`config.mk`:
```
export PLATFORM = sky130hd
export DESIGN_NAME = pwm_decoder
export DESIGN_NICKNAME = d
export VERILOG_FILES = /design/src/rtl/pwm_pkg.sv /design/src/rtl/pwm_edge_sampler.sv /design/src/rtl/pwm_decoder.sv
export SDC_FILE = /design/constraint.sdc
export NUM_CORES = 1
export LEC_CHECK = 0
export CORE_UTILIZATION = 45
export CTS_CLUSTER_SIZE = 10
export DETAILED_ROUTE_END_ITERATION = 16
export PLACE_DENSITY_LB_ADDON = 0.1
export SLEW_MARGIN = 30
export SYNTH_ARGS = -nofsm -noshare
export SYNTH_HDL_FRONTEND = slang
export SYNTH_HIERARCHICAL = 1
export SYNTH_SLANG_ARGS = --single-unit
```
`constraint.sdc`:
```
create_clock -name clk -period 6.4 [get_ports clk]
set_clock_uncertainty 0.1 [all_clocks]
set_input_delay 1.28 -clock clk [delete_from_list [all_inputs] [get_ports clk]]
set_output_delay 1.28 -clock clk [all_outputs]
set_load 0.03 [all_outputs]
```
`src/rtl/pwm_pkg.sv`:
```
// Shared types and helpers for the PWM decoder: FSM state encoding,
// default duty width and the saturating duty truncation.
package pwm_pkg;

   localparam int PWM_DEFAULT_N = 8;

   typedef enum logic [1:0] {
      ACQUIRE = 2'd0,
      MEASURE = 2'd1,
      STATIC  = 2'd2
   } pwm_dec_state_t;

   // Clamps a high-sample count to the largest n-bit duty value.
   function automatic logic [31:0] pwm_sat(input logic [31:0] high_cnt, input int n);
      logic [31:0] max_v;
      max_v = (32'd1 << n) - 32'd1;
      return (high_cnt > max_v) ? max_v : high_cnt;
   endfunction

endpackage

```
`src/rtl/pwm_edge_sampler.sv`:
```
// Step-qualified sampler for the PWM line: produces the conditioned sample s
// and rise/fall strobes. Defining PWM_DECODER_SYNC_EN inserts a 2-flop synchronizer.
module pwm_edge_sampler (
   input  logic clk,
   input  logic rst,
   input  logic clr,
   input  logic step,
   input  logic pwm_in,
   output logic s,
   output logic rise,
   output logic fall
);

   logic prev_q;
   logic prev_d;

`ifdef PWM_DECODER_SYNC_EN
   logic [1:0] sync_q;
   logic [1:0] sync_d;

   always_comb begin
      sync_d = {sync_q[0], pwm_in};
   end

   // Runs every clk regardless of step so an asynchronous line settles before use.
   always_ff @(posedge clk) begin
      if (!rst) begin
         sync_q <= 2'b00;
      end else begin
         sync_q <= sync_d;
      end
   end

   assign s = sync_q[1];
`else
   assign s = pwm_in;
`endif

   always_comb begin
      prev_d = prev_q;
      if (clr) begin
         prev_d = 1'b0;
      end else if (step) begin
         prev_d = s;
      end
   end

   always_ff @(posedge clk) begin
      if (!rst) begin
         prev_q <= 1'b0;
      end else begin
         prev_q <= prev_d;
      end
   end

   assign rise = step & s & ~prev_q;
   assign fall = step & ~s & prev_q;

endmodule

```
`src/rtl/pwm_decoder.sv`:
```
// Recovers the N-bit duty value from a step-sampled PWM waveform, flags period
// errors and static lines. PWM_DECODER_SYNC_EN enables the input synchronizer.
module pwm_decoder
   import pwm_pkg::*;
#(
   parameter int N       = PWM_DEFAULT_N,
   parameter int TIMEOUT = 2 ** (N + 1)
) (
   input  logic         clk,
   input  logic         rst,
   input  logic         ena,
   input  logic         step,
   input  logic         pwm_in,
   output logic [N-1:0] duty,
   output logic         valid,
   output logic         period_err,
   output logic         stuck
);

   localparam int CW = N + 2;
   localparam logic [CW-1:0] TO_LAST    = CW'(TIMEOUT - 1);
   localparam logic [CW-1:0] NOM_PERIOD = CW'(2 ** N);
   localparam logic [CW-1:0] ONE        = CW'(1);

   logic s;
   logic rise;
   logic fall;

   pwm_dec_state_t state_q, state_d;
   logic [CW-1:0]  period_q, period_d;
   logic [CW-1:0]  high_q, high_d;
   logic [N-1:0]   duty_q, duty_d;
   logic           valid_q, valid_d;
   logic           err_q, err_d;
   logic           stuck_q, stuck_d;
   logic [CW-1:0]  period_inc;

   pwm_edge_sampler u_sampler (
      .clk    (clk),
      .rst    (rst),
      .clr    (~ena),
      .step   (step),
      .pwm_in (pwm_in),
      .s      (s),
      .rise   (rise),
      .fall   (fall)
   );

   always_comb begin
      // NOTE: every signal written here is given a default first, so no path can infer a latch.
      state_d    = state_q;
      period_d   = period_q;
      high_d     = high_q;
      duty_d     = duty_q;
      err_d      = err_q;
      stuck_d    = stuck_q;
      valid_d    = 1'b0;
      period_inc = period_q + ONE;

      if (!ena) begin
         state_d  = ACQUIRE;
         period_d = '0;
         high_d   = '0;
      end else if (step) begin
         unique case (state_q)
            ACQUIRE: begin
               if (rise) begin
                  state_d  = MEASURE;
                  period_d = ONE;
                  high_d   = ONE;
               end else begin
                  period_d = period_inc;
               end
            end
            MEASURE: begin
               if (rise) begin
                  duty_d   = N'(pwm_sat(32'(high_q), N));
                  err_d    = (period_q != NOM_PERIOD);
                  stuck_d  = 1'b0;
                  valid_d  = 1'b1;
                  period_d = ONE;
                  high_d   = ONE;
               end else begin
                  period_d = period_inc;
                  high_d   = high_q + CW'(s);
               end
            end
            STATIC: begin
               // stuck is left set here; only the next publish clears it.
               if (rise) begin
                  state_d  = MEASURE;
                  period_d = ONE;
                  high_d   = ONE;
               end else if (fall) begin
                  state_d  = ACQUIRE;
                  period_d = '0;
                  high_d   = '0;
               end
            end
            default: begin
               state_d  = ACQUIRE;
               period_d = '0;
               high_d   = '0;
            end
         endcase

         // A rise on the timeout sample takes precedence over declaring the line static.
         if ((state_q == ACQUIRE || state_q == MEASURE) && !rise && period_inc == TO_LAST) begin
            state_d = STATIC;
            duty_d  = {N{s}};
            stuck_d = 1'b1;
            err_d   = 1'b0;
            valid_d = 1'b1;
         end
      end
   end

   // NOTE: sequential state uses non-blocking assignments so all flops update from pre-edge values.
   always_ff @(posedge clk) begin
      if (!rst) begin
         state_q  <= ACQUIRE;
         period_q <= '0;
         high_q   <= '0;
         duty_q   <= '0;
         valid_q  <= 1'b0;
         err_q    <= 1'b0;
         stuck_q  <= 1'b0;
      end else begin
         state_q  <= state_d;
         period_q <= period_d;
         high_q   <= high_d;
         duty_q   <= duty_d;
         valid_q  <= valid_d;
         err_q    <= err_d;
         stuck_q  <= stuck_d;
      end
   end

   assign duty       = duty_q;
   assign valid      = valid_q;
   assign period_err = err_q;
   assign stuck      = stuck_q;

endmodule

```
* Word-level counts from Yosys, hierarchy flattened
Index checks and enable logic that the tools add are counted.
** Operators by class
- Order comparisons :: 1
- Divide/modulo/power cells :: 0
- Add/subtract/negate cells :: 2
- Bitwise logic cells :: 6
- $mul :: 0
- Shift-type cells :: 0
- Reduce and logical (&&, ||, !) cells :: 14
- Multiplexer cells :: 25
- Eq/ne operators :: 9
** Operators with widths (number)
- 2-to-1 mux 10 bit :: 5
- 2-to-1 mux 8 bit :: 4
- case mux 10 bit (3 select lines) :: 1
- case mux 10 bit (2 select lines) :: 1
- adder 10 x 1 -> 10 bit :: 1
- adder 10 x 1 -> 10 bit (second input constant) :: 1
- equality test 10 x 9 -> 1 bit (second input constant) :: 1
- > comparator 10 x 8 -> 1 bit (second input constant) :: 1
- inequality test 10 x 9 -> 1 bit (second input constant) :: 1
- 2-to-1 mux 1 bit :: 9
- 2-to-1 mux 2 bit :: 4
- AND reduction 4 bit :: 2
- case mux 2 bit (3 select lines) :: 1
- AND reduction 3 bit :: 2
- AND 1 bit :: 4
- inequality test 4 bit (second input constant) :: 1
- AND reduction 2 bit :: 2
- nonzero test 2 bit :: 2
- inequality test 3 x 2 -> 1 bit (second input constant) :: 1
- inequality test 3 bit (second input constant) :: 1
- equality test 2 x 1 -> 1 bit (second input constant) :: 1
- equality test 2 bit (second input constant) :: 1
- logical AND 1 bit :: 2
- logical NOT 2 bit :: 1
- other kinds (6) :: 7
** Storage, ports and cells
- Flip-flop bits (word level) :: 34
- Word-level logic and storage cells :: 65
- Memories kept :: 0
- Bits in latches :: 0
- Input port bits :: 5
- Memory bits (writable) :: 0
- Bits in read-only memories :: 0

* Depth between registers and ports, before layout
- Depth after elaboration :: 7
- Gate-level depth with buffers :: 9
- Mapped depth without buffers :: 7

* By module
The synthesis kept the hierarchy.
** By module, submodules not included
- pwm_decoder :: instances 1, area each 1780.5 µm², sequential area each 660.6 µm², cells an instance 212
- pwm_edge_sampler :: instances 1, area each 67.6 µm², sequential area each 20.0 µm², cells an instance 7

* Worst setup path after synthesis
OpenSTA, ideal clock, no wires.
- Path type :: input to register
- Start :: input port step
- End :: register duty_q[0] (netlist: duty[0])
- Stages on the path :: 8
- Required time :: 6.153 ns
- Path slack :: 3.394 ns
- Path buffers :: 1
- Data arrival time :: 2.759 ns
- Cell sequence :: nand2_1 nor2_1 clkbuf_1 nor2_1 nand4_1 a211o_1 o211ai_1 o32ai_1
** Between the ends
- Word-level cells in the longest chain between the ends :: 7
- Elaborated cells on any way between the ends :: 9
- Those cells by class :: 1 x mux; 2 x bitwise; 6 x reduce/logical
** Ends and longest elaborated chain
- start, declared :: RTL line pwm_decoder.sv:12 : input logic step,
- AND 1 bit * (2 in a row) :: RTL line pwm_edge_sampler.sv:56 : assign rise = step & s & ~prev_q;
- named net rise :: RTL line pwm_decoder.sv:26 : logic rise;
- logical NOT 1 bit :: RTL line pwm_decoder.sv:108 : if ((state_q == ACQUIRE || state_q == MEASURE) && !rise && period_inc == TO_LAST) begin
- logical AND 1 bit (2 in a row) :: RTL line pwm_decoder.sv:108
- nonzero test 2 bit (no source line)
- AND reduction 4 bit (no source line)
- end signal, assigned :: RTL line pwm_decoder.sv:132 : duty_q <= duty_d;
- end, declared :: RTL line pwm_decoder.sv:32 : logic [N-1:0] duty_q, duty_d;
The timed path passes the listed nets; every way through them passes the cells marked *.
A chain may end at the register's enable or synchronous reset.

* Worst setup path in the final report
- Start :: input port step
- End :: register high_q[9]
** Between the ends
- Word-level cells in the longest chain between the ends :: 4
- Elaborated cells on any way between the ends :: 10
- Those cells by class :: 2 x eq/ne; 3 x mux; 4 x bitwise; 1 x reduce/logical
** Ends and longest elaborated chain
- AND 1 bit * (2 in a row) :: RTL line pwm_edge_sampler.sv:56
- named net rise :: RTL line pwm_decoder.sv:26
- inequality test 3 bit (no source line) (tied with other cells)
- AND reduction 3 bit (no source line) or case mux 10 bit (3 select lines) (tied branches)
- end signal, assigned :: RTL line pwm_decoder.sv:131 : high_q <= high_d;
- end, declared :: RTL line pwm_decoder.sv:31 : logic [CW-1:0] high_q, high_d;
Marked as above.

==> flow_summary_export.csv <==
group,metric,value,unit
placement,port_buffers,15,
sta,rsz0062_at_grt,"no",
detailed_routing,first_pass_iters,4,
sta,finalSetupViolCount,0,
clocking,cts-resized-gates,0,
yosys,synth.distinct_cells,52,
yosys,syn_area,1848,µm²
clocking,clk_latency,0.28,ns
sta,fin_crit,3.943,ns
detailed_routing,drc,0,
yosys,muxShareOfSynthArea,0.005416,
clocking,cts_hold_buffers,0,
clocking,cts_tree,"built",
global_route,antenna_found_initial,0,
finish,antennaDiodeCount,0,
yosys,synth-xor-area-share,0.04265,
yosys,synth_compound_area_frac,0.2431,
yosys,synth_common_cells,"dfxtp_1, nor2_1, inv_1, nand2_1, a21oi_1",
critical_path,end_kind,"flip-flop",
clocking,h-tree-depth,2,
global_route,track_usage,0.2232,
detailed_routing,m1WireLength,1984,µm
yosys,yosysTopAreaCellShare,0.3683,
job,cap_violations,0,
yosys,synthesis.nets,229,
placement,placed_area,2018,µm²
floorplan,initial_core_util,0.4865,
critical_path,critPathLaunchType,"input pin",
yosys,synth-async-reset-ratio,0,
pwr,ir_worst_vdd,0.1595,mV
clocking,cts_root_buffer,"clkbuf_8",
yosys,yosysMostFrequentCell,"dfxtp_1",
finish,final_util,0.5623,
yosys,synth_edf_count,0,
finish,drive_above_1_share,0.08190,
global_route,grt_pass1_wl,7383,µm
detailed_routing,via_per_inst,6.118,
placement,gp_congestion,0.8462,
yosys,ys_seq_area_frac,0.3683,
floorplan,io_pins,16,
sta,worst_slew_pin_slew,0.9590,ns
yosys,synth-main-ff-cell,"dfxtp_1",
sta,setup_tns,0,ns
sta,finalCritPeriodShare,0.6161,
hold_path,worstHoldPathType,"reg -> reg",
clocking,post_cts_buffers,0,
clocking,clockBufferDepth,2,
floorplan,core,3799,µm²
critical_path,crit_arrival,3.99,ns
yosys,synth_top_family_by_area,"simple AND/OR/NAND/NOR gates",
clocking,numClockSinks,34,
sta,fmax,0.2536,GHz
critical_path,critPathMaxFanout,10,
run_status,status,"completed",
floorplan,dieArea,4367,µm²
global_route,grt_pass1_vias,1670,
finish,layout.nets,242,
yosys,synthTopCellsByArea,"dfxtp_1, nor2_1, o32ai_1",
global_route,overflow,0,
yosys,syn_inst,219,
finish,design_area,2136,µm²
floorplan,die_x,66.09,µm
critical_path,cp.required,6.45,ns
yosys,synth_simple_gate_area_frac,0.2546,
global_route,grt_start_max_net_pins,17,
detailed_routing,top_layer_used,"met4",
clocking,cts-buffers-inserted,5,
detailed_routing,dr_wl_met2,2274,µm
yosys,synthAdderAreaFrac,0.03385,
floorplan,rows,22,
detailed_routing,route.vias.total,1713,
yosys,syn_avg_cell_area,8.438,µm²
finish,syn_to_final_growth,15.57,%
sta,hold_viol,0,
detailed_routing,dr_wl_met3,195,µm
detailed_routing,drt_wl_total,4515,µm
detailed_routing,ant_nets,0,
detailed_routing,drt-wirelength-per-cell,16.13,µm
yosys,synth_largest_area_cell,"dfxtp_1",
pwr,p_leak,0.7191,nW
placement,place_hpwl,3281,µm
critical_path,critical_path_class,"in -> reg",
yosys,ys_seq_elements,34,
sta,slew_violations,0,
sta,relSlewSlack,0.3548,
yosys,ys_warn_count,6,
floorplan,die_h,66.09,µm
detailed_routing,drt_iter0_markers,107,
finish,nFillCells,360,
pwr,power.density,205.8,nW/µm²
clocking,clkTransAtPathRegs,0.07,ns
## cell type report
cell class / count / area, µm² / area share
Multi-Input combinational cell: 161 / 1076 / 0.5038
Sequential cell: 34 / 680.7 / 0.3187
Timing Repair Buffer: 15 / 150.1 / 0.07030
Clock buffer: 6 / 82.58 / 0.03866
Tap cell: 48 / 60.06 / 0.02812
Inverter: 15 / 56.30 / 0.02636
Clock inverter: 1 / 30.03 / 0.01406
## cells in the final DEF, fill, tap and decap left out, drive strengths merged, types with 6 or more instances in the layout
master / Yosys / layout
a211oi: 10 / 10
nand2: 16 / 16
inv: 15 / 15
nand3: 10 / 10
o32ai: 8 / 8
xor2: 7 / 7
o21ai: 9 / 9
clkdlybuf4s50: 0 / 15
nor3: 8 / 8
clkbuf: 6 / 6
dfxtp: 34 / 34
a21oi: 10 / 10
nor2: 24 / 24
## flip-flops by register name (all words and copies together), names as in the netlist
name	count
valid	1
state_q	2
high_q	10
u_sampler/prev_q	1
stuck	1
period_err	1
period_q	10
duty	8
## kinds of logic after synthesis
| kind of cell | Yosys count |
|---|---|
| multiplexers | 1 |
| buffers and inverters | 24 |
| flip-flops | 34 |
| AO/OA/AOI/OAI | 59 |
| adder cells (fa/ha/maj) | 5 |
| AND/OR/NAND/NOR | 87 |
| XOR/XNOR | 9 |
## stage by stage
step,std cells,hold WS (ns),total power [W],setup WS (ns)
4_1_cts,280,0.3618,0.0004409,2.575
2_1_floorplan,219,0.3514,0.0002336,3.394
6_report,280,0.3582,0.0004395,2.457
3_3_place_gp,273,0.3424,0.0002413,2.458
3_5_place_dp,273,0.3506,0.0002419,2.308
5_1_grt,280,0.3863,0.0004539,2.275
## path summary, 6_finish.rpt
check	end	depth (start not counted)	startpoint	slack, ns
hold reg to reg	duty[4]$_SDFFE_PN0P_	2	duty[4]$_SDFFE_PN0P_	0.36
hold / removal	duty[4]$_SDFFE_PN0P_	2	duty[4]$_SDFFE_PN0P_	0.36
setup reg to reg	duty[0]$_SDFFE_PN0P_	6	period_q[0]$_SDFFE_PN0P_	3.74
setup / recovery	high_q[9]$_SDFFE_PN0P_	8	step	2.46
## power breakdown
group,switching (W),internal (W),leakage (nW),total [W]
Combinational,0.0000161,0.00000747,0.388,0.0000236
Clock,0.0000772,0.000125,0.0573,0.000202
Sequential,0.00000173,0.000212,0.274,0.000214
Total,0.0000951,0.000344,0.719,0.000440
## worst max-delay path: stages
cell	delay, ns
clkdlybuf4s50_1	0.65
nand2_1	0.09
nor2_1	0.45
nor4b_1	0.21
nor4_1	0.86
nand4_1	0.21
xor2_1	0.18
nor2_1	0.05
## layer usage
metal / track usage / up-vias
met4: 0.08777 / 0
met2: 0.4145 / 58
met3: 0.04828 / 7
li1: - / 829
met1: 0.2426 / 819
met5: 0 / -
(Power assumes the default switching activity.)
